==> src/rtl/freq_meter_pkg.sv <==
// Shared types and elaboration-time helpers for the frequency meter.
// Gate length is derived from the clock frequency and the requested gate time.
package freq_meter_pkg;

  typedef enum logic [1:0] {
    ST_IDLE   = 2'd0,
    ST_GATE   = 2'd1,
    ST_REPORT = 2'd2
  } state_e;

  function automatic int calc_gate_cycles(input int input_freq, input int gate_ms);
    return (input_freq / 1000) * gate_ms;
  endfunction

  function automatic int calc_tmr_w(input int gate_cycles);
    return $clog2(gate_cycles) + 1;
  endfunction

endpackage

==> src/rtl/freq_meter_if.sv <==
// Control/result bundle of the frequency meter; master = controller, slave = meter.
interface freq_meter_if #(
  parameter int CNT_W = 32
);
  logic             start;
  logic             cont;
  logic             clear;
  logic [CNT_W-1:0] freq_count;
  logic             valid;
  logic             busy;
  logic             overflow;

  modport master (
    output start, cont, clear,
    input  freq_count, valid, busy, overflow
  );

  modport slave (
    input  start, cont, clear,
    output freq_count, valid, busy, overflow
  );
endinterface

==> src/rtl/freq_meter_sync.sv <==
// Multi-flop synchronizer for the asynchronous input followed by a
// rising-edge detector producing a one-cycle pulse per edge.
module sync_edge_det #(
  parameter int SYNC_STAGES = 2
) (
  input  logic clk_50mhz,
  input  logic rst_n,
  input  logic sig_in,
  output logic o_pulse
);

  logic [SYNC_STAGES-1:0] r_sync;
  logic                   r_prev;

  always_ff @(posedge clk_50mhz or negedge rst_n) begin
    if (!rst_n) begin
      r_sync <= '0;
      r_prev <= 1'b0;
    end else begin
      r_sync <= {r_sync[SYNC_STAGES-2:0], sig_in};
      r_prev <= r_sync[SYNC_STAGES-1];
    end
  end

  assign o_pulse = r_sync[SYNC_STAGES-1] & ~r_prev;

endmodule

==> src/rtl/freq_meter.sv <==
// Gated frequency meter: counts rising edges of sig_in over a fixed gate
// of GATE_CYCLES clocks and reports the count with a one-cycle valid.
//
// state     | meaning
// ----------+------------------------------------------------------
// ST_IDLE   | waiting for start; result registers hold
// ST_GATE   | gate open, timer running, edge pulses counted
// ST_REPORT | result registered, valid high; re-arm if cont
module freq_meter
  import freq_meter_pkg::*;
#(
  parameter int INPUT_FREQ  = 50_000_000,
  parameter int GATE_MS     = 1000,
  parameter int SYNC_STAGES = 2,
  parameter int CNT_W       = 32
) (
  input  logic clk_50mhz,
  input  logic rst_n,
  input  logic sig_in,
  freq_meter_if.slave bus
);

  localparam int GATE_CYCLES = calc_gate_cycles(INPUT_FREQ, GATE_MS);
  localparam int TMR_W       = calc_tmr_w(GATE_CYCLES);

  state_e           r_state;
  state_e           w_state_nxt;
  logic [TMR_W-1:0] r_tmr;
  logic [CNT_W-1:0] r_cnt;
  logic             r_cnt_ovf;
  logic [CNT_W-1:0] r_freq;
  logic             r_ovf;

  logic             w_pulse;
  logic             w_gate_end;
  logic             w_arm;
  logic [CNT_W-1:0] w_cnt_nxt;
  logic             w_cnt_ovf_nxt;

  sync_edge_det #(
    .SYNC_STAGES (SYNC_STAGES)
  ) u_sync (
    .clk_50mhz (clk_50mhz),
    .rst_n     (rst_n),
    .sig_in    (sig_in),
    .o_pulse   (w_pulse)
  );

  assign w_gate_end = (r_state == ST_GATE) && (r_tmr == TMR_W'(GATE_CYCLES - 1));
  assign w_arm      = !bus.clear &&
                      (((r_state == ST_IDLE) && bus.start) ||
                       ((r_state == ST_REPORT) && bus.cont));

  // Saturating count; an edge arriving at full scale is lost and flagged.
  always_comb begin
    w_cnt_nxt     = r_cnt;
    w_cnt_ovf_nxt = r_cnt_ovf;
    if ((r_state == ST_GATE) && w_pulse) begin
      if (&r_cnt) w_cnt_ovf_nxt = 1'b1;
      else        w_cnt_nxt     = r_cnt + CNT_W'(1);
    end
  end

  always_comb begin
    w_state_nxt = r_state;
    if (bus.clear) begin
      w_state_nxt = ST_IDLE;
    end else begin
      unique case (r_state)
        ST_IDLE:   if (bus.start) w_state_nxt = ST_GATE;
        ST_GATE:   if (w_gate_end) w_state_nxt = ST_REPORT;
        ST_REPORT: w_state_nxt = bus.cont ? ST_GATE : ST_IDLE;
        default:   w_state_nxt = ST_IDLE;
      endcase
    end
  end

  always_ff @(posedge clk_50mhz or negedge rst_n) begin
    if (!rst_n) begin
      r_state   <= ST_IDLE;
      r_tmr     <= '0;
      r_cnt     <= '0;
      r_cnt_ovf <= 1'b0;
      r_freq    <= '0;
      r_ovf     <= 1'b0;
    end else begin
      r_state <= w_state_nxt;
      if (w_arm) begin
        r_tmr     <= '0;
        r_cnt     <= '0;
        r_cnt_ovf <= 1'b0;
      end else if (r_state == ST_GATE) begin
        r_tmr     <= r_tmr + TMR_W'(1);
        r_cnt     <= w_cnt_nxt;
        r_cnt_ovf <= w_cnt_ovf_nxt;
      end
      // Capture the next-count so the final gate cycle's edge is included.
      if (w_gate_end && !bus.clear) begin
        r_freq <= w_cnt_nxt;
        r_ovf  <= w_cnt_ovf_nxt;
      end
    end
  end

  // busy bridges the report cycle when the next gate follows immediately.
  assign bus.busy       = (r_state == ST_GATE) ||
                          ((r_state == ST_REPORT) && bus.cont && !bus.clear);
  assign bus.valid      = (r_state == ST_REPORT);
  assign bus.freq_count = r_freq;
  assign bus.overflow   = r_ovf;

endmodule

==> src/flat_wrapper.sv <==
// flat-port wrapper written by rule: the top's interface ports become plain ports
module freq_meter_flat import freq_meter_pkg::*;
#(
  parameter int INPUT_FREQ  = 50_000_000,
  parameter int GATE_MS     = 1000,
  parameter int SYNC_STAGES = 2,
  parameter int CNT_W       = 32
)
  (clk_50mhz, rst_n, sig_in, bus_start, bus_cont, bus_clear, bus_freq_count, bus_valid, bus_busy, bus_overflow);
  freq_meter_if #(.CNT_W(CNT_W)) bus_i ();
  input  logic clk_50mhz;
  input  logic rst_n;
  input  logic sig_in;
  input wire logic [$bits(bus_i.start)-1:0] bus_start;
  input wire logic [$bits(bus_i.cont)-1:0] bus_cont;
  input wire logic [$bits(bus_i.clear)-1:0] bus_clear;
  output wire logic [$bits(bus_i.freq_count)-1:0] bus_freq_count;
  output wire logic [$bits(bus_i.valid)-1:0] bus_valid;
  output wire logic [$bits(bus_i.busy)-1:0] bus_busy;
  output wire logic [$bits(bus_i.overflow)-1:0] bus_overflow;
  assign bus_i.start = bus_start;
  assign bus_i.cont = bus_cont;
  assign bus_i.clear = bus_clear;
  assign bus_freq_count = bus_i.freq_count;
  assign bus_valid = bus_i.valid;
  assign bus_busy = bus_i.busy;
  assign bus_overflow = bus_i.overflow;
  freq_meter #(.INPUT_FREQ(INPUT_FREQ), .GATE_MS(GATE_MS), .SYNC_STAGES(SYNC_STAGES), .CNT_W(CNT_W)) u_core (.clk_50mhz(clk_50mhz), .rst_n(rst_n), .sig_in(sig_in), .bus(bus_i));
endmodule
==> config.mk <==
export PLATFORM = sky130hd
export DESIGN_NAME = freq_meter_flat
export DESIGN_NICKNAME = d
export VERILOG_FILES = /design/src/rtl/freq_meter_pkg.sv /design/src/rtl/freq_meter_if.sv /design/src/rtl/freq_meter_sync.sv /design/src/rtl/freq_meter.sv /design/src/flat_wrapper.sv
export SDC_FILE = /design/constraint.sdc
export NUM_CORES = 1
export LEC_CHECK = 0
export ABC_CLOCK_PERIOD_IN_PS = 3300
export BUFFER_PORTS_ARGS = -buffer_cell sky130_fd_sc_hd__buf_4
export CORE_UTILIZATION = 50
export DETAILED_ROUTE_END_ITERATION = 16
export GPL_TIMING_DRIVEN = 0
export PLACE_DENSITY_LB_ADDON = 0.12
export SETUP_SLACK_MARGIN = 0.15
export SYNTH_ARGS = -nofsm -noshare
export SYNTH_HDL_FRONTEND = slang
export SYNTH_SLANG_ARGS = --single-unit
==> constraint.sdc <==
create_clock -name clk_50mhz -period 3.3 [get_ports clk_50mhz]
set_input_delay 0 -clock clk_50mhz [delete_from_list [all_inputs] [get_ports clk_50mhz]]
set_output_delay 0 -clock clk_50mhz [all_outputs]
set_load 0.05 [all_outputs]
==> results.md, run 1 <==
- The routed layout has 4968 vias.
- After clock tree synthesis, the repair step resized 0 gates.
- The number of global-route vias before repair was 4723.
- The clock insertion delay at the later pin of the skew report is 0.39 ns.
- The peak supply drop is 0.209 mV.
- The worst reg-to-reg path cell count is 7.
- The post-synthesis instance total is 595.
- The net total in the final layout is 656.
- Port buffering added 39 buffers.
- The overall power is 0.00254 W.
- The count of unique library cells instantiated by Yosys is 66.
- The area taken by multi-input logic gates is 2720 um2.
- The worst hold path cell count is 4.
- The worst setup path is of the reg -> reg kind.
- STA puts the critical path data required time at 3.59 ns.
- The power density of the placed cells is 418 nW/um2.
- The repair_antennas step left the layout with diodes totalling 0.
- The number of sinks handled by clock tree synthesis is 98.
- Measured against its own limit, the worst slew margin works out to 13.3%.
- The HPWL after detailed placement is 10.5 mm.
- The total iterations of the first detailed-routing run is 5.
- For this configuration, the core starts out at a cell density of 51.9%.
- The root buffer selected by CTS is sky130_fd_sc_hd__clkbuf_8.
- Relative to the synthesized area, the layout overhead comes to 12.8%.
- For this design the static power due to leakage is 2.47 nW.
- After detailed routing, the total wire length is 14.8 mm.
- The die is 106 um wide.
- The total congestion overflow is 0.
- After detailed routing, the number of remaining DRC violations is 0.
- At the worst endpoint, the arrival time is 3.21 ns.
- The number of synthesized register bits is 98.
- In this run the worst path has a maximum fanout of 10.
- The slew at the pin with the worst max-slew slack is 1.29 ns.
- The detail route stage leaves a number of antenna-violating nets equal to 0.
- Counting every net in the synthesized netlist gives 603.
- The run finished with clean final reports.
- The clock-pin slew on the worst setup and hold paths is 0.10 ns.
- The placement-stage cell area is 5840 um2.
- The initial antenna violation count is 0.
- The synthesized design contains 0 enable-type register cells.
- The primary flip-flop cell chosen by synthesis mapping is sky130_fd_sc_hd__dfrtp_1.
- Adding up every negative setup slack in the final design gives 0 ns.
- The total count of max-transition violations in the final report is 0.
- The final setup violation count is 0.
- The synthesized netlist occupies a cell area of 5380 um2.
- Entering global routing, the biggest net connects 99 pins.
- The share of synthesized area occupied by flip-flops and latches is 45.6%.
- The min-delay analysis places its worst path in the category in -> reg.
- The first global-routing pass estimated 24.5 mm of wire.
- The area used by sequential logic in the layout is 2450 um2.
- The number of clock buffers added by TritonCTS is 9.
- After floorplanning, the core was divided into 37 placement rows.
- Max-cap violations in this run came to 0.
- After routing the design area is 6070 um2.
- The layout cell share with drive strength beyond 1 is 13.5%.
- The detailed router finished its first iteration with 410 violations.
- The final critical path time including I/O delays and setup is 2.92 ns.
- Global routing consumed, over all layers together, 28.2% of the routing resources.
- The die covers 11200 um2.
- At the end of routability-driven placement, the weighted congestion stood at 0.935.
- The height of the die is 106 um.
- TritonCTS built the clock tree.
- Between clock sinks in the finished design, the worst skew comes to 0.0104 ns.
- Dividing the detail-routed via count by the number of cells gives 6.30.
- The region available for standard cell placement spans 10400 um2.
- The proportion of synthesized flip-flops having asynchronous set or reset is 100%.
- Derived from the worst setup path, the maximum achievable clock frequency is 343 MHz.
- In this run the number of H-tree levels came out at 3.
- Setup repair after global routing left no endpoint under its margin.
- The mean instance size in the synthesized netlist is 9.04 um2.
- In this run the count of I/O pins placed on the die edge is 41.
- The Yosys warning count is 0.
- The final critical path takes up 88.5% of the cycle.
- The count of fill cells added during filler insertion is 949.
- After detailed routing, the average wire length per cell comes to 18.7 um.
- The count of endpoints failing hold in the final timing report is 0.
- The worst setup path is launched from a flip-flop.
- The kind of capture point of the worst setup path is a flip-flop.
- The number of buffers on the longest clock path is 2.
state kept, by name, summed over array words and instances (netlist names):
name	count
u_core.r_cnt_ovf	1
u_core.r_tmr	27
u_core.bus.overflow	1
u_core.r_state	2
u_core.bus.freq_count	32
u_core.u_sync.r_sync	2
u_core.u_sync.r_prev	1
u_core.r_cnt	32
repair_timing:
item                                    4_1_cts  5_1_grt
setup buffers                                 0        0
endpoints found under the setup margin        0        0
hold buffers                                  3        0
hold endpoints to repair                    101        0
power breakdown:
| group | internal [W] | switching [W] | total, W |
|---|---|---|---|
| combinational | 0.000122 | 0.000240 | 0.000363 |
| clock | 0.000349 | 0.000449 | 0.000799 |
| sequential | 0.00128 | 0.0000975 | 0.00138 |
kinds of logic (layout without fill, tap and decap cells):
| group | Yosys count | after routing | share of synthesized area (%) |
|---|---|---|---|
| muxes | 5 | 5 | 1.00 |
| adders and majority gates | 2 | 2 | 0.465 |
| and+or+nand+nor | 266 | 266 | 27.6 |
| DFF | 98 | 98 | 45.6 |
| AOI/OAI and AO/OA | 152 | 152 | 17.5 |
| buffers and inverters | 48 | 106 | 3.91 |
| xor gates and xnor gates | 24 | 24 | 3.91 |
worst max-delay path, cell delays in order, from the launching register on:
cell and delay (ns):
sky130_fd_sc_hd__dfrtp_1 0.41, sky130_fd_sc_hd__ha_1 0.23, sky130_fd_sc_hd__and4b_1 0.34, sky130_fd_sc_hd__nand4_1 0.17
sky130_fd_sc_hd__nor4b_2 0.79, sky130_fd_sc_hd__clkbuf_1 0.59, sky130_fd_sc_hd__nor2_1 0.08, sky130_fd_sc_hd__a31oi_1 0.21
worst paths after layout:
path	from	to	slack (ns)
worst min register to register	u_core.u_sync.r_sync[0]	u_core.u_sync.r_sync[1]	0.37
worst max-delay path	u_core.r_tmr[0]	u_core.bus.freq_count[29]	0.38
worst max register to register	u_core.r_tmr[0]	u_core.bus.freq_count[29]	0.38
min in group asynchronous	rst_n	u_core.r_cnt[8]	0.28
max in group asynchronous	rst_n	u_core.bus.freq_count[31]	2.41
worst min-delay path	bus_cont	u_core.r_tmr[6]	0.27
placed cells by master (no fill, tap or decap), types with 8 or more instances in the layout:
master and instances:
sky130_fd_sc_hd__a21oi_1 23, sky130_fd_sc_hd__a31oi_1 40, sky130_fd_sc_hd__buf_4 39, sky130_fd_sc_hd__clkbuf_1 28, sky130_fd_sc_hd__clkbuf_8 10, sky130_fd_sc_hd__dfrtp_1 98
sky130_fd_sc_hd__inv_1 8, sky130_fd_sc_hd__nand2_1 44, sky130_fd_sc_hd__nand3_1 37, sky130_fd_sc_hd__nand4_1 21, sky130_fd_sc_hd__nor2_1 63, sky130_fd_sc_hd__nor3_1 10
sky130_fd_sc_hd__nor4_1 10, sky130_fd_sc_hd__o211ai_1 11, sky130_fd_sc_hd__o21ai_0 45, sky130_fd_sc_hd__o31ai_1 9, sky130_fd_sc_hd__or3_1 19, sky130_fd_sc_hd__or4_1 11
sky130_fd_sc_hd__xnor2_1 10, sky130_fd_sc_hd__xor2_1 14
layer usage:
metal / share of wire, % / GRT usage, % / vias to the layer above
li1: - / - / 2334
met1: 47 / 41.0 / 2451
met2: 45 / 42.7 / 163
met3: 5.9 / 5.38 / 20
met4: 1.9 / 8.63 / 0
met5: 0 / 0 / -
layout make-up:
type / count / share of cell area (%)
Buffer: 40 / 2.97
Clock buffer: 9 / 2.04
Clock inverter: 7 / 1.15
Inverter: 8 / 0.495
Multi-Input combinational cell: 449 / 44.7
Sequential cell: 98 / 40.4
Tap cell: 136 / 2.80
Timing Repair Buffer: 42 / 5.38
synthesized netlist by cell type, types with 3 or more instances:
| cell type | count | area share [%] |
|---|---|---|
| sky130_fd_sc_hd__nand4_1 | 21 | 2.4 |
| sky130_fd_sc_hd__or3_1 | 19 | 2.2 |
| sky130_fd_sc_hd__o311ai_0 | 5 | 0.81 |
| sky130_fd_sc_hd__o31ai_1 | 9 | 1.3 |
| sky130_fd_sc_hd__o211ai_1 | 11 | 1.5 |
| sky130_fd_sc_hd__or4_1 | 11 | 1.5 |
| sky130_fd_sc_hd__nor4_2 | 4 | 0.93 |
| sky130_fd_sc_hd__clkbuf_1 | 28 | 2.0 |
| sky130_fd_sc_hd__nor2_1 | 63 | 4.4 |
| sky130_fd_sc_hd__xor2_1 | 14 | 2.3 |
| sky130_fd_sc_hd__and3_1 | 7 | 0.81 |
| sky130_fd_sc_hd__nand2_1 | 44 | 3.1 |
| sky130_fd_sc_hd__and2_1 | 5 | 0.58 |
| sky130_fd_sc_hd__nand3_1 | 37 | 3.4 |
| sky130_fd_sc_hd__buf_2 | 7 | 0.65 |
| sky130_fd_sc_hd__inv_1 | 8 | 0.56 |
| sky130_fd_sc_hd__o21ai_0 | 45 | 4.2 |
| sky130_fd_sc_hd__nor3_1 | 10 | 0.93 |
| sky130_fd_sc_hd__nand3b_1 | 4 | 0.56 |
| sky130_fd_sc_hd__dfrtp_1 | 98 | 46 |
| sky130_fd_sc_hd__nand2b_1 | 4 | 0.47 |
| sky130_fd_sc_hd__nor4_1 | 10 | 1.2 |
| sky130_fd_sc_hd__and4_1 | 6 | 0.98 |
| sky130_fd_sc_hd__a21oi_1 | 23 | 2.1 |
| sky130_fd_sc_hd__mux2_2 | 3 | 0.63 |
| sky130_fd_sc_hd__xnor2_1 | 10 | 1.6 |
| sky130_fd_sc_hd__a31oi_1 | 40 | 4.7 |
per-stage QoR:
stage	util (%)	instances	setup WS [ns]	hold slack, ns
floorplan	-	595	0.992	-0.296
global placement	56.3	770	0.469	0.111
detailed placement	56.3	770	0.485	0.111
CTS	58.5	789	0.423	0.254
global route	58.5	789	0.165	0.252
finish	58.5	789	0.381	0.269
Power figures use the tool's default switching activity.
==> inputs of run 2 (changes only) <==
--- a/config.mk
+++ b/config.mk
@@ -5,8 +5,9 @@
 export SDC_FILE = /design/constraint.sdc
 export NUM_CORES = 1
 export LEC_CHECK = 0
-export ABC_CLOCK_PERIOD_IN_PS = 3300
+export ABC_CLOCK_PERIOD_IN_PS = 3700
 export BUFFER_PORTS_ARGS = -buffer_cell sky130_fd_sc_hd__buf_4
+export CAP_MARGIN = 15
 export CORE_UTILIZATION = 50
 export DETAILED_ROUTE_END_ITERATION = 16
 export GPL_TIMING_DRIVEN = 0
==> constraint.sdc (replaced) <==
create_clock -name clk_50mhz -period 3.7 [get_ports clk_50mhz]
set_input_delay 0 -clock clk_50mhz [delete_from_list [all_inputs] [get_ports clk_50mhz]]
set_output_delay 0 -clock clk_50mhz [all_outputs]
set_load 0.05 [all_outputs]
==> run 2 against run 1 <==
Compared with the run above:
- sequential power down 11%
- critical path depth up 1
- cell area up 1.2%
- register-to-register slack gained 0.48 ns
- largest cell class unchanged
- total power is 4.9% lower
- first-iteration DRC count down 8.5%
- worst setup slack better by 0.48 ns
- flip-flop and latch count is the same
- combinational power shrank 9.6%
- clock-buffer cell count stayed put
- utilization rose by 0.72 points
- global-route usage grew 0.32 points
- critical endpoint is now u_core.r_cnt[1]
==> results.md, run 2 (synthesized netlist as in run 1, its figures left out) <==
- The DRC marker count from the first detailed-route iteration is 375 (-8.5%).
- The setup TNS is 0 ns (unchanged).
- The number of rows in the core area was 37 (unchanged).
- The total count of max-transition violations in the final report came to 0 (unchanged).
- The global-route usage over all layers is 28.6% (+0.32 points).
- The power density of the placed cells is 393 nW/um2 (-6.1%).
- The routed wire length per instance is 18.8 um (+0.45%).
- The achievable frequency was 352 MHz (+2.6%).
- The largest clock skew in the final design came to 0.0158 ns (+0.00540 ns).
- The pin count of the biggest net entering global routing is 60 (-39%).
- The critical path in this run is classified as reg -> reg.
- The classification of the worst-slack hold path is in -> async.
- The number of top-level pins is 41 (unchanged).
- The cell sitting at the root of the clock tree is a sky130_fd_sc_hd__clkbuf_8.
- The clock insertion delay at the later pin of the skew report is 0.39 ns (about the same).
- From synthesis to final layout, the design area changed by 14.2%.
- The routability-driven placement congestion ratio is 0.935 (unchanged).
- The combined buffer and inverter count along the critical path came to 3 (+2).
- The slew at the pin with the worst max-slew slack is 1.14 ns (-0.149 ns).
- The initial standard-cell utilization of the core is 51.9% (unchanged).
- The peak supply drop is 0.194 mV (-7.5%).
- The number of sinks handled by clock tree synthesis is 98 (unchanged).
- The number of antenna repair diodes is 0 (unchanged).
- The via-per-instance ratio is 6.34 (+0.67%).
- Among cell families on the critical path, the largest total delay comes from simple AND/OR/NAND/NOR gates.
- The leakage component of the power was 2.50 nW (+1.5%).
- The largest driver fanout on the critical path is 10 (unchanged).
- The total congestion overflow is 0 (unchanged).
- The count of endpoints failing hold in the final timing report is 0 (unchanged).
- The first-pass GRT wire length is 24.8 mm (+1.1%).
- The net total in the final layout is 658 (+0.30%).
- The arrival time of the worst setup path is 3.15 ns (-0.06 ns).
- The horizontal die dimension came to 106 um (unchanged).
- The floorplan core area is 10400 um2 (unchanged).
- The remaining antenna violation count is 0 (unchanged).
- The remaining max-slew budget at the tightest pin is 23.0% (+9.7 points).
- The layout cell share with drive strength beyond 1 came to 13.7% (+0.26 points).
- The clock buffer count from CTS is 9 (unchanged).
- The number of buffers inserted to repair setup after CTS came to 0 (unchanged).
- The slowest stage of the critical path is the sky130_fd_sc_hd__nor4_4 cell.
- The count of input and output buffers is 39 (unchanged).
- The die footprint came to 11200 um2 (unchanged).
- The H-tree depth reported by CTS is 3 (unchanged).
- The data required time at the worst endpoint is 4.01 ns (+0.42 ns).
- The final setup violation count is 0 (unchanged).
- The final standard cell count with taps included and fillers excluded is 791 (+0.25%).
- In this design, the critical path's most frequently occurring cell is sky130_fd_sc_hd__buf_2.
- The number of design rule violations left after detail routing is 0 (unchanged).
- The post-detailed-routing wire length is 14.9 mm (+0.70%).
- The clock-pin slew on the worst setup and hold paths is 0.11 ns (about the same).
- The via count of the routed design is 5014 (+0.93%).
- The number of global-route vias before repair is 4771 (+1.0%).
- The largest stage delay on the critical path was 0.55 ns (-0.24 ns).
- The total of max-cap violations was 0 (unchanged).
- The worst setup path is launched from a flip-flop.
- Walking the worst path, the cells encountered are buf_2, nand4_1, nor4_4, and4_1, buf_2, clkbuf_1, o21ai_0, o211ai_1.
- The total iterations of the first detailed-routing run is 5 (unchanged).
- Setup repair after global routing left no endpoint under its margin.
- The initial antenna violation count is 0 (unchanged).
- The number of buffers on the longest clock path was 2 (unchanged).
- The part of the cycle the worst path needs was 76.9% (-12 points).
- The HPWL after detailed placement is 10.6 mm (+1.8%).
- The flow ran to the end, and the final reports show no timing, DRC or antenna violations.
- The height of the die came to 106 um (unchanged).
- The number of cells after detailed placement is 772 (+0.26%).
- The top cell types in the final layout, fill and taps aside, are sky130_fd_sc_hd__dfrtp_1, sky130_fd_sc_hd__nor2_1, sky130_fd_sc_hd__o21ai_0.
- The final critical path time including I/O delays and setup is 2.84 ns (-0.0750 ns).
- The worst setup path is captured at a flip-flop.
- TritonCTS built the clock tree.
- The most common cell after layout, fill and taps aside is sky130_fd_sc_hd__dfrtp_1.
run 2: worst reg2reg max path, cell delays in order (launching register included):
cell and delay (ns):
sky130_fd_sc_hd__dfrtp_1 0.34, sky130_fd_sc_hd__buf_2 0.19, sky130_fd_sc_hd__nand4_1 0.26, sky130_fd_sc_hd__nor4_4 0.55
sky130_fd_sc_hd__and4_1 0.26, sky130_fd_sc_hd__buf_2 0.24, sky130_fd_sc_hd__clkbuf_1 0.49, sky130_fd_sc_hd__o21ai_0 0.24
sky130_fd_sc_hd__o211ai_1 0.22
run 2: per-stage QoR:
stage	util (%)	worst slack, ns	total power (W)	instance area [um2]	hold slack [ns]
global placement	56.3	0.869	0.00155	5840	0.111
floorplan	-	1.39	0.00145	5380	-0.296
finish	59.2	0.856	0.00241	6140	0.130
global route	59.2	0.647	0.00252	6140	0.189
detailed placement	56.6	0.913	0.00157	5870	0.0187
CTS	59.2	0.880	0.00241	6140	0.139
run 2: report_power, final:
part | internal (W) | switching [W]
registers | 0.00114 | 0.0000886
logic | 0.000112 | 0.000216
clock network | 0.000449 | 0.000407
total | 0.00170 | 0.000711
run 2: layout make-up:
cell class / count / area (um2)
clock buffer: 9 / 124
multi-input combinational: 449 / 2720
sequential: 98 / 2450
tap: 136 / 170
inverter: 8 / 30.0
buffer: 40 / 180
clock inverter: 7 / 116
timing repair buffer: 44 / 355
fill: 958 / 4230
run 2: layer usage:
| metal | global-route usage (%) | share of wire [%] | routed length [um] |
|---|---|---|---|
| met4 | 10.4 | 1.8 | 263 |
| met2 | 43.7 | 46 | 6840 |
| met3 | 3.83 | 5.6 | 833 |
| met1 | 41.4 | 47 | 6960 |
| met5 | 0 | 0 | 0 |
run 2: path summary, 6_finish.rpt:
check | to | slack [ns] | cells after the start | from
worst min register to register | u_core.u_sync.r_sync[1] | 0.37 | 0 | u_core.u_sync.r_sync[0]
worst max-delay path | u_core.r_cnt[1] | 0.86 | 8 | u_core.r_cnt[13]
max in group asynchronous | u_core.r_cnt[31] | 2.88 | 3 | rst_n
worst max register to register | u_core.r_cnt[1] | 0.86 | 8 | u_core.r_cnt[13]
min in group clk_50mhz | u_core.r_tmr[6] | 0.16 | 4 | bus_cont
worst min-delay path | u_core.r_tmr[23] | 0.13 | 2 | rst_n
run 2: timing repair:
item                                   4_1_cts  5_1_grt
endpoints found under the hold margin       42        0
hold buffers                                 3        0
gates resized for setup                      0        0
